<file path="config.mk">
export PLATFORM = sky130hd
export DESIGN_NAME = relu_scheduler
export DESIGN_NICKNAME = d
export VERILOG_FILES = /design/src/rtl/relu_scheduler.sv
export SDC_FILE = /design/constraint.sdc
export NUM_CORES = 1
export LEC_CHECK = 0
export CAP_MARGIN = 20
export CELL_PAD_IN_SITES_DETAIL_PLACEMENT = 1
export CELL_PAD_IN_SITES_GLOBAL_PLACEMENT = 2
export CORE_MARGIN = 5
export CORE_UTILIZATION = 32
export DETAILED_ROUTE_END_ITERATION = 8
export GPL_TIMING_DRIVEN = 0
export MAX_ROUTING_LAYER = met4
export PLACE_DENSITY_LB_ADDON = 0.1
export RECOVER_POWER = 100
export SLEW_MARGIN = 10
export SYNTH_ARGS = -nofsm -noshare
export SYNTH_HDL_FRONTEND = slang
export SYNTH_SLANG_ARGS = --single-unit
</file>
<file path="constraint.sdc">
create_clock -name clk -period 2.17 [get_ports clk]
set_clock_uncertainty 0.1 [all_clocks]
set_input_delay 0.3255 -clock clk [delete_from_list [all_inputs] [get_ports clk]]
set_output_delay 0.3255 -clock clk [all_outputs]
set_load 0.005 [all_outputs]
</file>
<file path="src/rtl/relu_scheduler.sv">
// Leaky-ReLU sequencer: streams a SIZE x SIZE matrix through a 1-cycle read port and writes activations.
// Optional RELU_MODE_EN adds relu_mode input selecting plain ReLU (1) or leaky ReLU (0).
module relu_scheduler #(
  parameter int WIDTH    = 16,
  parameter int SIZE     = 10,
  parameter int ADDR_W   = 8,
  parameter int LEAK_DIV = 10
) (
  input  logic              clk,
  input  logic              rst,
  input  logic              start,
  input  logic [ADDR_W-1:0] src_base,
  input  logic [ADDR_W-1:0] dst_base,
  input  logic              hold,
`ifdef RELU_MODE_EN
  input  logic              relu_mode,
`endif
  output logic              rd_en,
  output logic [ADDR_W-1:0] rd_addr,
  input  logic [WIDTH-1:0]  rd_data,
  output logic              wr_en,
  output logic [ADDR_W-1:0] wr_addr,
  output logic [WIDTH-1:0]  wr_data,
  output logic              busy,
  output logic              done
);

  localparam int NUM   = SIZE * SIZE;
  localparam int IDX_W = $clog2(NUM + 1);
  localparam logic signed [WIDTH-1:0] DIV = WIDTH'(LEAK_DIV);

  typedef enum logic [1:0] {IDLE, ISSUE, DRAIN, FIN} state_t;

  state_t              state_q, state_d;
  logic [IDX_W-1:0]    idx_q, idx_d;
  logic [ADDR_W-1:0]   src_q, src_d;
  logic [ADDR_W-1:0]   dst_q, dst_d;
  logic                s1_valid_q, s1_valid_d;
  logic [ADDR_W-1:0]   s1_addr_q, s1_addr_d;
  logic                wr_en_q, wr_en_d;
  logic [ADDR_W-1:0]   wr_addr_q, wr_addr_d;
  logic [WIDTH-1:0]    wr_data_q, wr_data_d;
`ifdef RELU_MODE_EN
  logic                mode_q, mode_d;
`endif

  logic                     issue;
  logic signed [WIDTH-1:0]  x;
  logic signed [WIDTH-1:0]  act;

  // Signed division truncates toward zero, matching the required rounding.
  always_comb begin
    x   = $signed(rd_data);
    act = x;
    if (x < 0) begin
      act = x / DIV;
`ifdef RELU_MODE_EN
      if (mode_q) act = '0;
`endif
    end
  end

  always_comb begin
    state_d    = state_q;
    idx_d      = idx_q;
    src_d      = src_q;
    dst_d      = dst_q;
`ifdef RELU_MODE_EN
    mode_d     = mode_q;
`endif
    issue      = (state_q == ISSUE) && !hold;

    case (state_q)
      IDLE: begin
        if (start) begin
          src_d   = src_base;
          dst_d   = dst_base;
          idx_d   = '0;
`ifdef RELU_MODE_EN
          mode_d  = relu_mode;
`endif
          state_d = ISSUE;
        end
      end
      ISSUE: begin
        if (!hold) begin
          idx_d = idx_q + IDX_W'(1);
          if (idx_q == IDX_W'(NUM - 1)) state_d = DRAIN;
        end
      end
      // Leave DRAIN once stage 1 is empty: the final write then sits in stage 2,
      // so FIN (done) lands in the cycle right after that write.
      DRAIN: begin
        if (!s1_valid_q) state_d = FIN;
      end
      FIN: state_d = IDLE;
      default: state_d = IDLE;
    endcase

    s1_valid_d = issue;
    s1_addr_d  = dst_q + ADDR_W'(idx_q);
    wr_en_d    = s1_valid_q;
    wr_addr_d  = s1_valid_q ? s1_addr_q : '0;
    wr_data_d  = s1_valid_q ? act : '0;
  end

  always_ff @(posedge clk or negedge rst) begin
    if (!rst) begin
      state_q    <= IDLE;
      idx_q      <= '0;
      src_q      <= '0;
      dst_q      <= '0;
`ifdef RELU_MODE_EN
      mode_q     <= 1'b0;
`endif
      s1_valid_q <= 1'b0;
      s1_addr_q  <= '0;
      wr_en_q    <= 1'b0;
      wr_addr_q  <= '0;
      wr_data_q  <= '0;
    end else begin
      state_q    <= state_d;
      idx_q      <= idx_d;
      src_q      <= src_d;
      dst_q      <= dst_d;
`ifdef RELU_MODE_EN
      mode_q     <= mode_d;
`endif
      s1_valid_q <= s1_valid_d;
      s1_addr_q  <= s1_addr_d;
      wr_en_q    <= wr_en_d;
      wr_addr_q  <= wr_addr_d;
      wr_data_q  <= wr_data_d;
    end
  end

  assign rd_en   = issue;
  assign rd_addr = issue ? (src_q + ADDR_W'(idx_q)) : '0;
  assign wr_en   = wr_en_q;
  assign wr_addr = wr_addr_q;
  assign wr_data = wr_data_q;
  assign busy    = (state_q == ISSUE) || (state_q == DRAIN);
  assign done    = (state_q == FIN);

endmodule
</file>
Word-level counts from Yosys, hierarchy flattened
Index checks and enable logic that the tools add are counted.
{"block": "totals", "inputBits": 36, "output_inout_bits": 36, "reg_bits": 59, "elab_cells": 42}
{"block": "classes", "mux": 12, "n_div": 1, "order_cmp": 1, "eq_ne": 8, "n_reduce_logical": 8, "add_sub_neg": 3}
{"operator": "16-bit 2-to-1 mux", "n": 2}
{"operator": "8-bit by 7-bit adder with 8-bit output", "n": 2}
{"operator": "16-bit by 5-bit divider with 16-bit output, second input constant", "n": 1}
{"operator": "16-bit by 1-bit less-than comparator with 1-bit output, second input constant", "n": 1}
{"operator": "8-bit 2-to-1 mux", "n": 2}
{"operator": "7-bit 2-to-1 mux", "n": 2}
{"operator": "7-bit case mux with 2 select lines", "n": 1}
{"operator": "2-bit 2-to-1 mux", "n": 4}
{"operator": "2-bit inequality test, second input constant", "n": 4}
{"operator": "2-bit case mux with 4 select lines", "n": 1}
{"operator": "7-bit by 1-bit adder with 7-bit output, second input constant", "n": 1}
{"operator": "7-bit == test, second input constant", "n": 1}
{"operator": "2-bit == test, second input constant", "n": 2}
{"operator": "4-bit AND reduction", "n": 1}
{"operator": "3-bit AND reduction", "n": 1}
{"operator": "2-bit by 1-bit == test with 1-bit output, second input constant", "n": 1}
{"operator": "2-bit zero test", "n": 1}
{"operator": "2-bit AND reduction", "n": 1}
{"operator": "2-bit nonzero test", "n": 1}
{"operator": "1-bit logical AND", "n": 1}
{"operator": "1-bit zero test", "n": 1}
{"operator": "1-bit logical OR", "n": 1}

Depth between registers and ports, before layout
Gate-level depths: netlist (run 1).
{"block": "depth", "depth_word": 4, "ltp_mapped": 27, "mapped_depth_nobuf": 22}

Worst setup path before layout (run 1)
Ideal clock, no wire load.
{"block": "synth_path", "kind": "input-to-reg", "start": "input rd_data[3]", "end": "register wr_data_q[12], in the netlist wr_data[12]", "t_arrival_ns": 5.989, "stages": 25, "slack_ns": -4.044, "path_cell_list": "buf_6 nor4_4 a41oi_2 xor2_1 nor2_1 a22oi_4 xnor2_2 o221a_1 buf_6 a2111oi_4 o311a_4 or3_1 buf_6 nand4_1 o311a_2 buf_2 a211oi_1 or4_1 or2_4 a22oi_1 ha_1 nand4_1 or2_2 o221ai_1 a21oi_1"}
{"block": "synth_between", "elab_chain_cells": 3, "word_cells_on_any_way": 4, "cone_classes": "1 x div; 1 x order compare; 2 x mux"}
{"element": "start: declaration", "line": "20", "rtl": "input logic [WIDTH-1:0] rd_data,"}
{"element": "16-bit by 5-bit divider with 16-bit output / 16-bit by 1-bit less-than comparator with 1-bit output (equally long branches)", "line": "56, 55"}
{"element": "16-bit 2-to-1 mux (*)", "line": "55", "rtl": "if (x < 0) begin"}
{"element": "16-bit 2-to-1 mux (*)", "line": "104", "rtl": "wr_data_d = s1_valid_q ? act : '0;"}
{"element": "net wr_data_d[12]", "line": "42", "rtl": "logic [WIDTH-1:0] wr_data_q, wr_data_d;"}
{"element": "end signal: assignment", "line": "133", "rtl": "wr_data_q <= wr_data_d;"}
{"element": "end: declaration", "line": "42"}
The timed path passes the listed nets; every way through them passes the cells marked *.
A chain may end at the register's enable or synchronous reset.

Worst setup path after layout (run 1)
{"block": "layout_path", "start": "input rd_data[2]", "end": "register wr_data_q[12], in the netlist wr_data[12]"}
The elaborated chain is that of the path after synthesis.

==> results by group, run 1 <==
Clock network
  • Largest buffer count on any clock path: 2
  • Root buffer selected by CTS: sky130_fd_sc_hd__clkbuf_16
  • Clock tree from TritonCTS: built
  • Clock Latency Late Sink: 0.33 ns
  • CTS clock-pin slew for the worst setup and hold paths: 0.05 ns
  • Clock buffer count from CTS: 9
  • # H-tree levels: 3
  • Number of clock sinks seen by CTS: 59

Worst setup path
  • R2R Path Start: idx_q[0]$_DFFE_PN0P_
  • Worst Path Max Fanout: 7
  • Launch point of the critical path: rd_data[2]
  • Category of the worst setup path capture point: flip-flop
  • WP data arrival: 6.10 ns
  • Worst setup path category: in -> reg
  • Reg-to-Reg End: s1_addr_q[6]$_DFF_PN0_
  • FF-to-FF path depth: 10
  • Worst setup endpoint: wr_data[12]$_DFF_PN0_
  • Setup slack on the worst flop-to-flop path: -0.04 ns
  • Critical Path Start Type: input port
  • Required time reported for the critical path endpoint: 2.27 ns

Synthesis
  • Biggest area contributors in the synthesized netlist: sky130_fd_sc_hd__dfrtp_1, sky130_fd_sc_hd__ha_1, sky130_fd_sc_hd__xnor2_1
  • #FFs+latches synth: 59
  • Sequential fraction of the synthesis area: 26.9%
  • Count of yosys warnings during synthesis: 0
  • Number of flops mapped to enable cells by yosys: 0
  • Share of the synthesized area in the top cell type: 26.9%
  • Mapped cell area: 5480 µm²
  • Share of synthesized flip-flops with an asynchronous set or reset: 100%
  • Synthesized area per cell: 9.15 µm²
  • Post-Synthesis Cells: 599
  • Distinct cell type count of the synthesized netlist: 106
  • Syn Nets: 661
  • Primary flip-flop cell chosen by synthesis mapping: sky130_fd_sc_hd__dfrtp_1
  • Library cell with the largest summed area after synthesis: sky130_fd_sc_hd__dfrtp_1

STA
  • Setup repair after global routing missed its margin: yes
  • Count of endpoints failing hold in the final timing report: 0
  • Worst Hold Margin: 0.206 ns
  • Final slew viol count: 0
  • Max-Slew Margin vs Limit: 10.5%
  • Tcrit/Tclk final: 276%
  • Final count of negative-setup-slack endpoints: 25
  • Crit path time final: 6.00 ns
  • Worst Slack Setup Final: -3.83 ns
  • Worst Tran Pin Value: 1.34 ns
  • Fmax: 0.167 GHz
  • Total negative slack for setup checks: -55.98 ns

Die
  • Full die area: 19,900 µm²
  • Initial cell density of the core: 32.8%
  • Placement row count: 47
  • Die Span Y: 141 µm
  • Horizontal extent of the die: 141 µm
  • Count of pins on the block boundary: 72
  • Core Area: 16,700 µm²

Placement
  • Hpwl dp: 13,900 µm
  • Port bufs: 65
  • Setup Slack @ Placement: -5.54 ns
  • Placer congestion estimate: 0.858

Pwr
  • Leakage power total: 3.84 nW
  • Total power divided by cell area: 1040 nW/µm²
  • Largest vdd supply drop: 0.645 mV

Detailed routing
  • Antenna-violating nets left: 0
  • Number of detailed-routing iterations run before antenna repair: 4
  • DRC: 0
  • DR WL/cell: 20.3 µm
  • Post-detailed-routing wire length: 21,000 µm
  • Average via count per standard cell: 5.56
  • Vias: 5,742
  • Detailed Route Iter0 Violations: 282

Layout
  • Multi-input gate area in the final layout: 4740 µm²
  • Synthesis-to-finish area growth: 63.7%
  • Most frequent cells in the layout: sky130_fd_sc_hd__buf_4, sky130_fd_sc_hd__dfrtp_1, sky130_fd_sc_hd__nor2_1, sky130_fd_sc_hd__buf_6, sky130_fd_sc_hd__nand2_1
  • Number of diodes: 0
  • Layout cells sized above 1: 47.0%
  • Most common library cell in the layout ignoring fill and taps: sky130_fd_sc_hd__buf_4
  • Post-layout net count: 869
  • Flip-flop and latch area: 1480 µm²
  • Number of filler instances in the final layout: 1,818

Job
  • Number of violations of the max-capacitance limit: 0

Global route
  • Largest net degree at the start of global routing: 60
  • Number of antenna violations at the first check in global routing: 0
  • Overall Global Routing Usage: 20.6%
  • Remaining Overflow, GRT: 0
  • Global-route wire length before repair: 32,100 µm
  • Vias in the first global route: 6,055

Status
  • Status: finished, violations left
  • Failing checks: negative setup slack

Min path
  • Path category of the worst min-delay check: in -> reg
-- metal layers --
metal / vias up / share of wire (%) / global-route usage [%]
li1: 2672 / - / -
met1: 2929 / 41 / 23.2
met2: 119 / 55 / 38.4
met3: 22 / 2.8 / 3.28
met4: 0 / 1.5 / 4.54
met5: - / 0 / -
-- worst min path at each step --
| stage | to | cells past startpoint | start |
|---|---|---|---|
| global placement | wr_en$_DFF_PN0_ | 0 | s1_valid_q$_DFF_PN0_ |
| floorplan | dst_q[0]$_DFFE_PN0P_ | 0 | rst |
| global route | wr_data[6]$_DFF_PN0_ | 3 | rd_data[6] |
| finish | wr_data[7]$_DFF_PN0_ | 3 | rd_data[7] |
| detailed placement | wr_en$_DFF_PN0_ | 0 | s1_valid_q$_DFF_PN0_ |
| CTS | wr_data[7]$_DFF_PN0_ | 3 | rd_data[7] |
-- stage by stage --
step	total power, mW	util (%)	instances	area (µm²)
CTS	8.70	49.3	994	8240
finish	9.33	53.7	1032	8970
floorplan	4.44	-	599	5590
detailed placement	5.73	39.0	884	6520
global route	9.92	53.7	1032	8970
global placement	5.60	39.0	884	6520
-- worst max-delay path, cell delays in order --
cell	delay, ns
sky130_fd_sc_hd__buf_12	0.11
sky130_fd_sc_hd__or4_4	0.61
sky130_fd_sc_hd__o41ai_4	0.40
sky130_fd_sc_hd__buf_4	0.20
sky130_fd_sc_hd__o221a_4	0.21
sky130_fd_sc_hd__nor4_4	0.06
sky130_fd_sc_hd__a21oi_1	0.29
sky130_fd_sc_hd__o211ai_1	0.20
sky130_fd_sc_hd__o31a_1	0.20
sky130_fd_sc_hd__buf_6	0.14
sky130_fd_sc_hd__a211oi_4	0.27
sky130_fd_sc_hd__a21oi_1	0.11
sky130_fd_sc_hd__a22o_1	0.25
sky130_fd_sc_hd__buf_6	0.15
sky130_fd_sc_hd__o311a_4	0.39
sky130_fd_sc_hd__buf_6	0.14
sky130_fd_sc_hd__buf_4	0.13
sky130_fd_sc_hd__buf_4	0.14
sky130_fd_sc_hd__a211o_2	0.31
sky130_fd_sc_hd__a211oi_2	0.26
sky130_fd_sc_hd__nor4_2	0.08
sky130_fd_sc_hd__a22oi_2	0.20
sky130_fd_sc_hd__ha_4	0.17
sky130_fd_sc_hd__nand4_1	0.09
sky130_fd_sc_hd__buf_6	0.16
sky130_fd_sc_hd__or2_4	0.23
sky130_fd_sc_hd__o221ai_2	0.17
sky130_fd_sc_hd__a21oi_2	0.08
-- synth_stat cells, types with 4 or more instances --
library cell	n
sky130_fd_sc_hd__nand4_1	11
sky130_fd_sc_hd__mux2_2	16
sky130_fd_sc_hd__o221ai_1	6
sky130_fd_sc_hd__buf_4	5
sky130_fd_sc_hd__nand2_1	43
sky130_fd_sc_hd__nor2_1	57
sky130_fd_sc_hd__ha_1	24
sky130_fd_sc_hd__xnor2_1	31
sky130_fd_sc_hd__inv_1	21
sky130_fd_sc_hd__xor2_1	15
sky130_fd_sc_hd__a21oi_1	35
sky130_fd_sc_hd__nand3_1	27
sky130_fd_sc_hd__mux2i_1	4
sky130_fd_sc_hd__o21ai_0	22
sky130_fd_sc_hd__buf_6	12
sky130_fd_sc_hd__a211oi_1	12
sky130_fd_sc_hd__nor4_1	7
sky130_fd_sc_hd__a21o_1	10
sky130_fd_sc_hd__nand2b_1	4
sky130_fd_sc_hd__nor3_1	16
sky130_fd_sc_hd__o21bai_1	5
sky130_fd_sc_hd__dfrtp_1	59
sky130_fd_sc_hd__and2_1	13
sky130_fd_sc_hd__o211ai_1	5
sky130_fd_sc_hd__a31oi_1	6
sky130_fd_sc_hd__clkbuf_1	7
-- area by class of cell --
cell class              count  area share, %
flip-flops and latches     59           16.5
clock buffers              10           2.66
multi-input cells         488           52.8
well taps                 220           3.07
plain buffers              28           3.35
clock inverters             6          0.990
repair buffers            200           19.7
inverters                  21          0.934
-- flip-flops by register name, summed over array words and instances (netlist names) --
| signal | count |
|---|---|
| idx_q | 7 |
| dst_q | 8 |
| wr_data | 16 |
| s1_valid_q | 1 |
| state_q | 2 |
| s1_addr_q | 8 |
| src_q | 8 |
| wr_addr | 8 |
| wr_en | 1 |
-- cell families (layout without fill, tap and decap cells) --
logic type	after synthesis	count (layout)	share of synthesized area, %
xor+xnor	49	49	8.24
compound gates	177	177	26.9
buf+inv	52	265	6.05
fa+ha+maj	26	26	6.21
simple gates	215	215	21.4
flops	59	59	26.9
mux	21	21	4.27
-- what timing repair did --
item | in CTS | in global routing
endpoints found under the hold margin | 5 | 0
pin swaps | 84 | 59
endpoints found under the setup margin | 35 | 36
setup buffers | 97 | 39
hold buffers | 1 | 0
gates cloned | 0 | 0
gates resized for setup | 219 | 87
-- report_power, final --
part | switching, mW | internal [mW] | leakage (nW)
sequential | 0.227 | 1.50 | 0.750
combinational | 2.99 | 3.07 | 2.93
clock | 0.501 | 1.03 | 0.155
total | 3.72 | 5.61 | 3.84
Power figures use the tool's default switching activity.
==> inputs of run 2 (changes only) <==
--- a/config.mk
+++ b/config.mk
@@ -5,16 +5,18 @@
 export SDC_FILE = /design/constraint.sdc
 export NUM_CORES = 1
 export LEC_CHECK = 0
+export ABC_AREA = 1
 export CAP_MARGIN = 20
 export CELL_PAD_IN_SITES_DETAIL_PLACEMENT = 1
 export CELL_PAD_IN_SITES_GLOBAL_PLACEMENT = 2
 export CORE_MARGIN = 5
-export CORE_UTILIZATION = 32
+export CORE_UTILIZATION = 28
 export DETAILED_ROUTE_END_ITERATION = 8
 export GPL_TIMING_DRIVEN = 0
 export MAX_ROUTING_LAYER = met4
 export PLACE_DENSITY_LB_ADDON = 0.1
 export RECOVER_POWER = 100
+export SETUP_SLACK_MARGIN = 0.3
 export SLEW_MARGIN = 10
 export SYNTH_ARGS = -nofsm -noshare
 export SYNTH_HDL_FRONTEND = slang
==> results by group, run 2 <==
Layout
  • Post-layout net count: 915
  • Fin util: 50.4%
  • Layout cells sized above 1: 54.0%
  • Most common library cell in the layout ignoring fill and taps: sky130_fd_sc_hd__buf_4
  • Most frequent cells in the layout: sky130_fd_sc_hd__buf_4, sky130_fd_sc_hd__nand2_1, sky130_fd_sc_hd__inv_1, sky130_fd_sc_hd__dfrtp_1, sky130_fd_sc_hd__nand2_2
  • Non-filler instance count after layout: 1,078
  • Number of diodes: 0
  • Synthesis-to-finish area growth: 78.1%
  • Number of filler instances in the final layout: 1,870
  • Flip-flop count of the largest register, all copies and words added: 16

Status
  • Failing checks: max-capacitance violations, max-slew violations, negative setup slack
  • Status: finished, violations left

Detailed routing
  • Average via count per standard cell: 4.68
  • DRC: 0
  • Vias: 5,045
  • DR WL/cell: 16.4 µm
  • Post-detailed-routing wire length: 17,700 µm
  • Number of detailed-routing iterations run before antenna repair: 4
  • Antenna-violating nets left: 0
  • Detailed Route Iter0 Violations: 183

Worst setup path
  • R2R Path Start: state_q[1]$_DFFE_PN0P_
  • Worst Path Max Fanout: 6
  • Launch point of the critical path: rd_data[6]
  • Required time reported for the critical path endpoint: 2.30 ns
  • Worst setup path category: in -> reg
  • Critical-path top delay cell: sky130_fd_sc_hd__xor2_2
  • Most common cell on crit path: sky130_fd_sc_hd__nand2_4
  • Category of the worst setup path capture point: flip-flop
  • Largest stage delay, worst path: 0.19 ns
  • WP data arrival: 6.46 ns
  • Critical Path Start Type: input port

Min path
  • Worst hold start: rd_data[5]
  • Path category of the worst min-delay check: in -> reg

Job
  • Number of violations of the max-capacitance limit: 1

Synthesis
  • Synthesized area per cell: 7.40 µm²
  • Share of synthesized flip-flops with an asynchronous set or reset: 100%
  • Biggest area contributors in the synthesized netlist: sky130_fd_sc_hd__dfrtp_1, sky130_fd_sc_hd__nand2_1, sky130_fd_sc_hd__ha_1
  • #FFs+latches synth: 59
  • Most common cell in the netlist: sky130_fd_sc_hd__nand2_1
  • Mapped cell area: 4650 µm²
  • Syn Nets: 690
  • Number of flops mapped to enable cells by yosys: 0
  • Sequential fraction of the synthesis area: 31.8%
  • Synth top cells by count: sky130_fd_sc_hd__nand2_1, sky130_fd_sc_hd__inv_1, sky130_fd_sc_hd__dfrtp_1, sky130_fd_sc_hd__nand3_1, sky130_fd_sc_hd__nor2_1
  • Share of the synthesized area in the top cell type: 31.8%
  • Primary flip-flop cell chosen by synthesis mapping: sky130_fd_sc_hd__dfrtp_1
  • Post-Synthesis Cells: 628
  • Count of yosys warnings during synthesis: 0
  • Distinct cell type count of the synthesized netlist: 40
  • Library cell with the largest summed area after synthesis: sky130_fd_sc_hd__dfrtp_1

Clock network
  • Number of clock sinks seen by CTS: 59
  • # H-tree levels: 3
  • CTS clock-pin slew for the worst setup and hold paths: 0.07 ns
  • Clock Latency Late Sink: 0.34 ns
  • Number of hold-repair buffers added at the cts stage: 0
  • Root buffer selected by CTS: sky130_fd_sc_hd__clkbuf_16
  • Largest buffer count on any clock path: 2
  • Clock buffer count from CTS: 9
  • Clock tree from TritonCTS: built

STA
  • Crit path time final: 6.33 ns
  • Final count of negative-setup-slack endpoints: 38
  • Setup repair after global routing missed its margin: yes
  • Count of endpoints failing hold in the final timing report: 0
  • Tcrit/Tclk final: 292%
  • Final slew viol count: 60
  • Fmax: 0.158 GHz
  • Worst Slack Setup Final: -4.16 ns
  • Max-Slew Margin vs Limit: -5.77%
  • Worst Tran Pin Value: 1.59 ns
  • Worst Hold Margin: 0.154 ns

Global route
  • Vias in the first global route: 5,424
  • Remaining Overflow, GRT: 0
  • Overall Global Routing Usage: 17.7%
  • Number of antenna violations at the first check in global routing: 0
  • Global-route wire length before repair: 26,800 µm
  • Largest net degree at the start of global routing: 60

Placement
  • Placer congestion estimate: 0.808
  • Instance count after placement with tap cells included: 919
  • Setup Slack @ Placement: -5.81 ns
  • Port bufs: 71
  • Hpwl dp: 11,500 µm

Die
  • Initial cell density of the core: 28.3%
  • Core Area: 16,400 µm²
  • Horizontal extent of the die: 139 µm
  • Die Span Y: 139 µm
  • Count of pins on the block boundary: 72
  • Placement row count: 47
  • Full die area: 19,300 µm²
## run 2: final cells by class
class	count	area, µm²	area share [%]
repair buffers	214	1850	22.3
well taps	220	275	3.33
inverters	102	465	5.63
clock inverters	6	88.8	1.07
flip-flops and latches	59	1480	17.9
clock buffers	10	239	2.89
multi-input cells	461	3830	46.2
plain buffers	6	48.8	0.590
## run 2: per-stage QoR
step                      setup TNS (ns)  area, µm²
after floorplan                   -52.21       4800
after global placement           -165.80       5780
after detailed placement          -87.36       5780
after CTS                         -60.78       7400
after global routing              -74.24       8270
final                             -64.02       8270
## run 2: logic make-up (layout without fill, tap and decap cells)
group / Yosys count / count (layout) / share of synthesized area, %
buffers and inverters: 108 / 338 / 9.13
AND/OR/NAND/NOR: 326 / 326 / 35.2
XOR/XNOR: 18 / 18 / 3.56
flip-flops: 59 / 59 / 31.8
multiplexers: 14 / 14 / 3.39
AO/OA/AOI/OAI: 77 / 77 / 9.62
adder cells (fa/ha/maj): 26 / 26 / 7.33
## run 2: worst paths after layout
path	end	slack, ns	cells past startpoint
setup / recovery	wr_data[8]$_DFF_PN0_	-4.16	69
hold / removal	wr_data[5]$_DFF_PN0_	0.15	3
setup reg to reg	idx_q[6]$_DFFE_PN0P_	-0.22	13
hold reg to reg	wr_en$_DFF_PN0_	0.28	0
max in group asynchronous	idx_q[3]$_DFFE_PN0P_	0.63	1
min in group asynchronous	wr_data[15]$_DFF_PN0_	0.29	1
## run 2: worst max-delay path, delay by kind of cell
family	cells	cell delay, ns
adder cells (fa/ha/maj)	1	0.15
AND/OR/NAND/NOR	41	3.34
buffers and inverters	23	2.16
AO/OA/AOI/OAI	3	0.29
XOR/XNOR	1	0.19
## run 2: layer usage
metal,track usage [%],vias to the layer above,routed length [µm],part of all wire (%)
li1,-,2475,-,-
met1,19.2,2488,7010,40
met2,33.3,63,10000,57
met3,2.76,19,375,2.1
met4,4.79,0,275,1.6
met5,-,-,0,0
## run 2: repair_timing
action	4_1_cts	5_1_grt
setup buffers	101	42
gates resized for setup	266	175
pin swaps	95	114
setup endpoints to repair	41	38
gates cloned	0	0
Power of run 2 is left out: the tool's default activity adds up to more than one toggle a clock period on the data nets, which glitch-free logic cannot reach.
==> inputs of run 3 (changes only) <==
--- a/config.mk
+++ b/config.mk
@@ -12,12 +12,11 @@
 export CORE_MARGIN = 5
 export CORE_UTILIZATION = 28
 export DETAILED_ROUTE_END_ITERATION = 8
-export GPL_TIMING_DRIVEN = 0
 export MAX_ROUTING_LAYER = met4
 export PLACE_DENSITY_LB_ADDON = 0.1
 export RECOVER_POWER = 100
 export SETUP_SLACK_MARGIN = 0.3
-export SLEW_MARGIN = 10
+export SLEW_MARGIN = 20
 export SYNTH_ARGS = -nofsm -noshare
 export SYNTH_HDL_FRONTEND = slang
 export SYNTH_SLANG_ARGS = --single-unit
==> results by group, run 3 (synthesis gave the netlist of run 2 again) <==
Global route
  • Remaining Overflow, GRT: 0
  • Overall Global Routing Usage: 18.8%
  • GRT met2 Usage: 36.5%
  • Busiest layer in global routing: met2
  • Global-route wire length before repair: 29,000 µm
  • Met3 Usage GRT: 2.79%
  • Met1 GRT Util: 19.9%
  • Number of antenna violations at the first check in global routing: 0
  • Vias in the first global route: 5,808
  • Largest net degree at the start of global routing: 25

Worst setup path
  • Category of the worst setup path capture point: flip-flop
  • Most common cell on crit path: sky130_fd_sc_hd__nand2_4
  • WP data arrival: 6.53 ns
  • Family with the most delay on the worst path: simple AND/OR/NAND/NOR gates
  • Required time reported for the critical path endpoint: 2.34 ns
  • Worst setup path category: in -> reg
  • Critical-path top delay cell: sky130_fd_sc_hd__a32o_2
  • Combined buffer and inverter count along the critical path: 18
  • Largest stage delay, worst path: 0.27 ns
  • Critical Path Start Type: input port
  • Worst Path Max Fanout: 6

STA
  • Worst Tran Pin Value: 1.13 ns
  • Count of endpoints failing hold in the final timing report: 0
  • Final slew viol count: 0
  • Setup repair after global routing missed its margin: yes
  • Max-Slew Margin vs Limit: 24.9%
  • Tcrit/Tclk final: 293%
  • Crit path time final: 6.36 ns
  • Fmax: 0.157 GHz
  • Final count of negative-setup-slack endpoints: 27
  • Worst Slack Setup Final: -4.19 ns

Layout
  • Number of diodes: 0
  • Most common library cell in the layout ignoring fill and taps: sky130_fd_sc_hd__buf_4
  • Number of filler instances in the final layout: 1,925
  • Post-route standard cell area excluding fillers: 8430 µm²
  • Synthesis-to-finish area growth: 81.6%
  • Post-layout net count: 969
  • Layout cells sized above 1: 53.9%
  • Flip-flop count of the largest register, all copies and words added: 16
  • Most frequent cells in the layout: sky130_fd_sc_hd__buf_4, sky130_fd_sc_hd__nand2_1, sky130_fd_sc_hd__inv_1, sky130_fd_sc_hd__dfrtp_1, sky130_fd_sc_hd__nand2_2

Placement
  • Port bufs: 71
  • Hpwl dp: 12,900 µm
  • Setup Slack @ Placement: -5.05 ns
  • Placer congestion estimate: 0.823
  • Dpl cell area: 6730 µm²

Detailed routing
  • Average via count per standard cell: 4.63
  • Detailed Route Iter0 Violations: 123
  • DR WL/cell: 15.7 µm
  • Post-detailed-routing wire length: 17,700 µm
  • DRC: 0
  • Antenna-violating nets left: 0
  • Vias: 5,232
  • Number of detailed-routing iterations run before antenna repair: 4

Die
  • Count of pins on the block boundary: 72
  • Placement row count: 47
  • Die Span Y: 139 µm
  • Horizontal extent of the die: 139 µm
  • Initial cell density of the core: 28.3%
  • Full die area: 19,300 µm²
  • Core Area: 16,400 µm²

Clock network
  • Clock tree from TritonCTS: built
  • # H-tree levels: 3
  • CTS clock-pin slew for the worst setup and hold paths: 0.06 ns
  • Clock Latency Late Sink: 0.34 ns
  • Largest buffer count on any clock path: 2
  • Root buffer selected by CTS: sky130_fd_sc_hd__clkbuf_16
  • Number of clock sinks seen by CTS: 59
  • Clock buffer count from CTS: 9

Min path
  • Path category of the worst min-delay check: in -> reg

Status
  • Failing checks: negative setup slack
  • Status: finished, violations left

Job
  • Number of violations of the max-capacitance limit: 0
## run 3: cell types whose count changed in the layout (fill, tap and decap cells not counted), sizes merged
cell	delta
buf	+48
bufbuf	+1
bufinv	-1
clkbuf	-2
clkdlybuf4s15	+1
clkdlybuf4s50	+2
clkinv	-3
clkinvlp	+2
dlygate4sd2	+4
dlygate4sd3	-1
inv	+2
## run 3: timing repair
item | CTS | global route
resized for setup | 227 | 112
pin swaps | 66 | 60
hold endpoints to repair | 17 | 0
hold buffers | 1 | 0
endpoints found under the setup margin | 36 | 35
setup buffers | 48 | 26
gates cloned | 1 | 0
## run 3: area by class of cell
cell class	instances	area [µm²]	area share [%]
Multi-Input combinational cell	461	3650	43.3
Tap cell	220	275	3.26
Clock buffer	9	225	2.67
Inverter	102	432	5.12
Timing Repair Buffer	274	2300	27.3
Sequential cell	59	1480	17.5
Clock inverter	6	67.6	0.801
## run 3: path summary, 6_finish.rpt
check                                             from               endpoint  slack (ns)  cells after the start
worst max-delay path                        rd_data[1]  wr_data[12]$_DFF_PN0_       -4.19                     72
worst min-delay path                       rd_data[10]  wr_data[10]$_DFF_PN0_        0.24                      3
worst max register to register  state_q[1]$_DFFE_PN0P_   idx_q[3]$_DFFE_PN0P_       -0.05                      9
worst min register to register  s1_addr_q[5]$_DFF_PN0_   wr_addr[5]$_DFF_PN0_        0.34                      2
max in group asynchronous                          rst   wr_data[3]$_DFF_PN0_        0.31                      3
min in group asynchronous                          rst   idx_q[2]$_DFFE_PN0P_        0.62                      2
## run 3: worst register-to-register path, cell delays in order, from the launching register on
cell	delay, ns
sky130_fd_sc_hd__dfrtp_1	0.38
sky130_fd_sc_hd__inv_1	0.11
sky130_fd_sc_hd__buf_6	0.11
sky130_fd_sc_hd__buf_6	0.08
sky130_fd_sc_hd__buf_6	0.10
sky130_fd_sc_hd__ha_4	0.15
sky130_fd_sc_hd__nand2_1	0.06
sky130_fd_sc_hd__clkbuf_2	0.33
sky130_fd_sc_hd__nor2_1	0.53
sky130_fd_sc_hd__nor3_1	0.13
## run 3: per-stage QoR
step / utilization, % / TNS (ns) / std cells / hold WS, ns
after floorplan: - / -52.21 / 628 / -0.0701
after global routing: 51.4 / -73.53 / 1131 / 0.253
final: 51.4 / -64.18 / 1131 / 0.240
after CTS: 48.6 / -61.34 / 1105 / 0.198
after detailed placement: 41.0 / -76.99 / 1040 / 0.228
after global placement: 41.0 / -72.95 / 1040 / 0.222
## run 3: metal layers
| layer | part of all wire, % | wire length (µm) |
|---|---|---|
| met5 | 0 | 0 |
| met1 | 39 | 6880 |
| met4 | 2.0 | 359 |
| met2 | 57 | 10000 |
| met3 | 2.6 | 455 |
Power of run 3 is left out for the same reason.
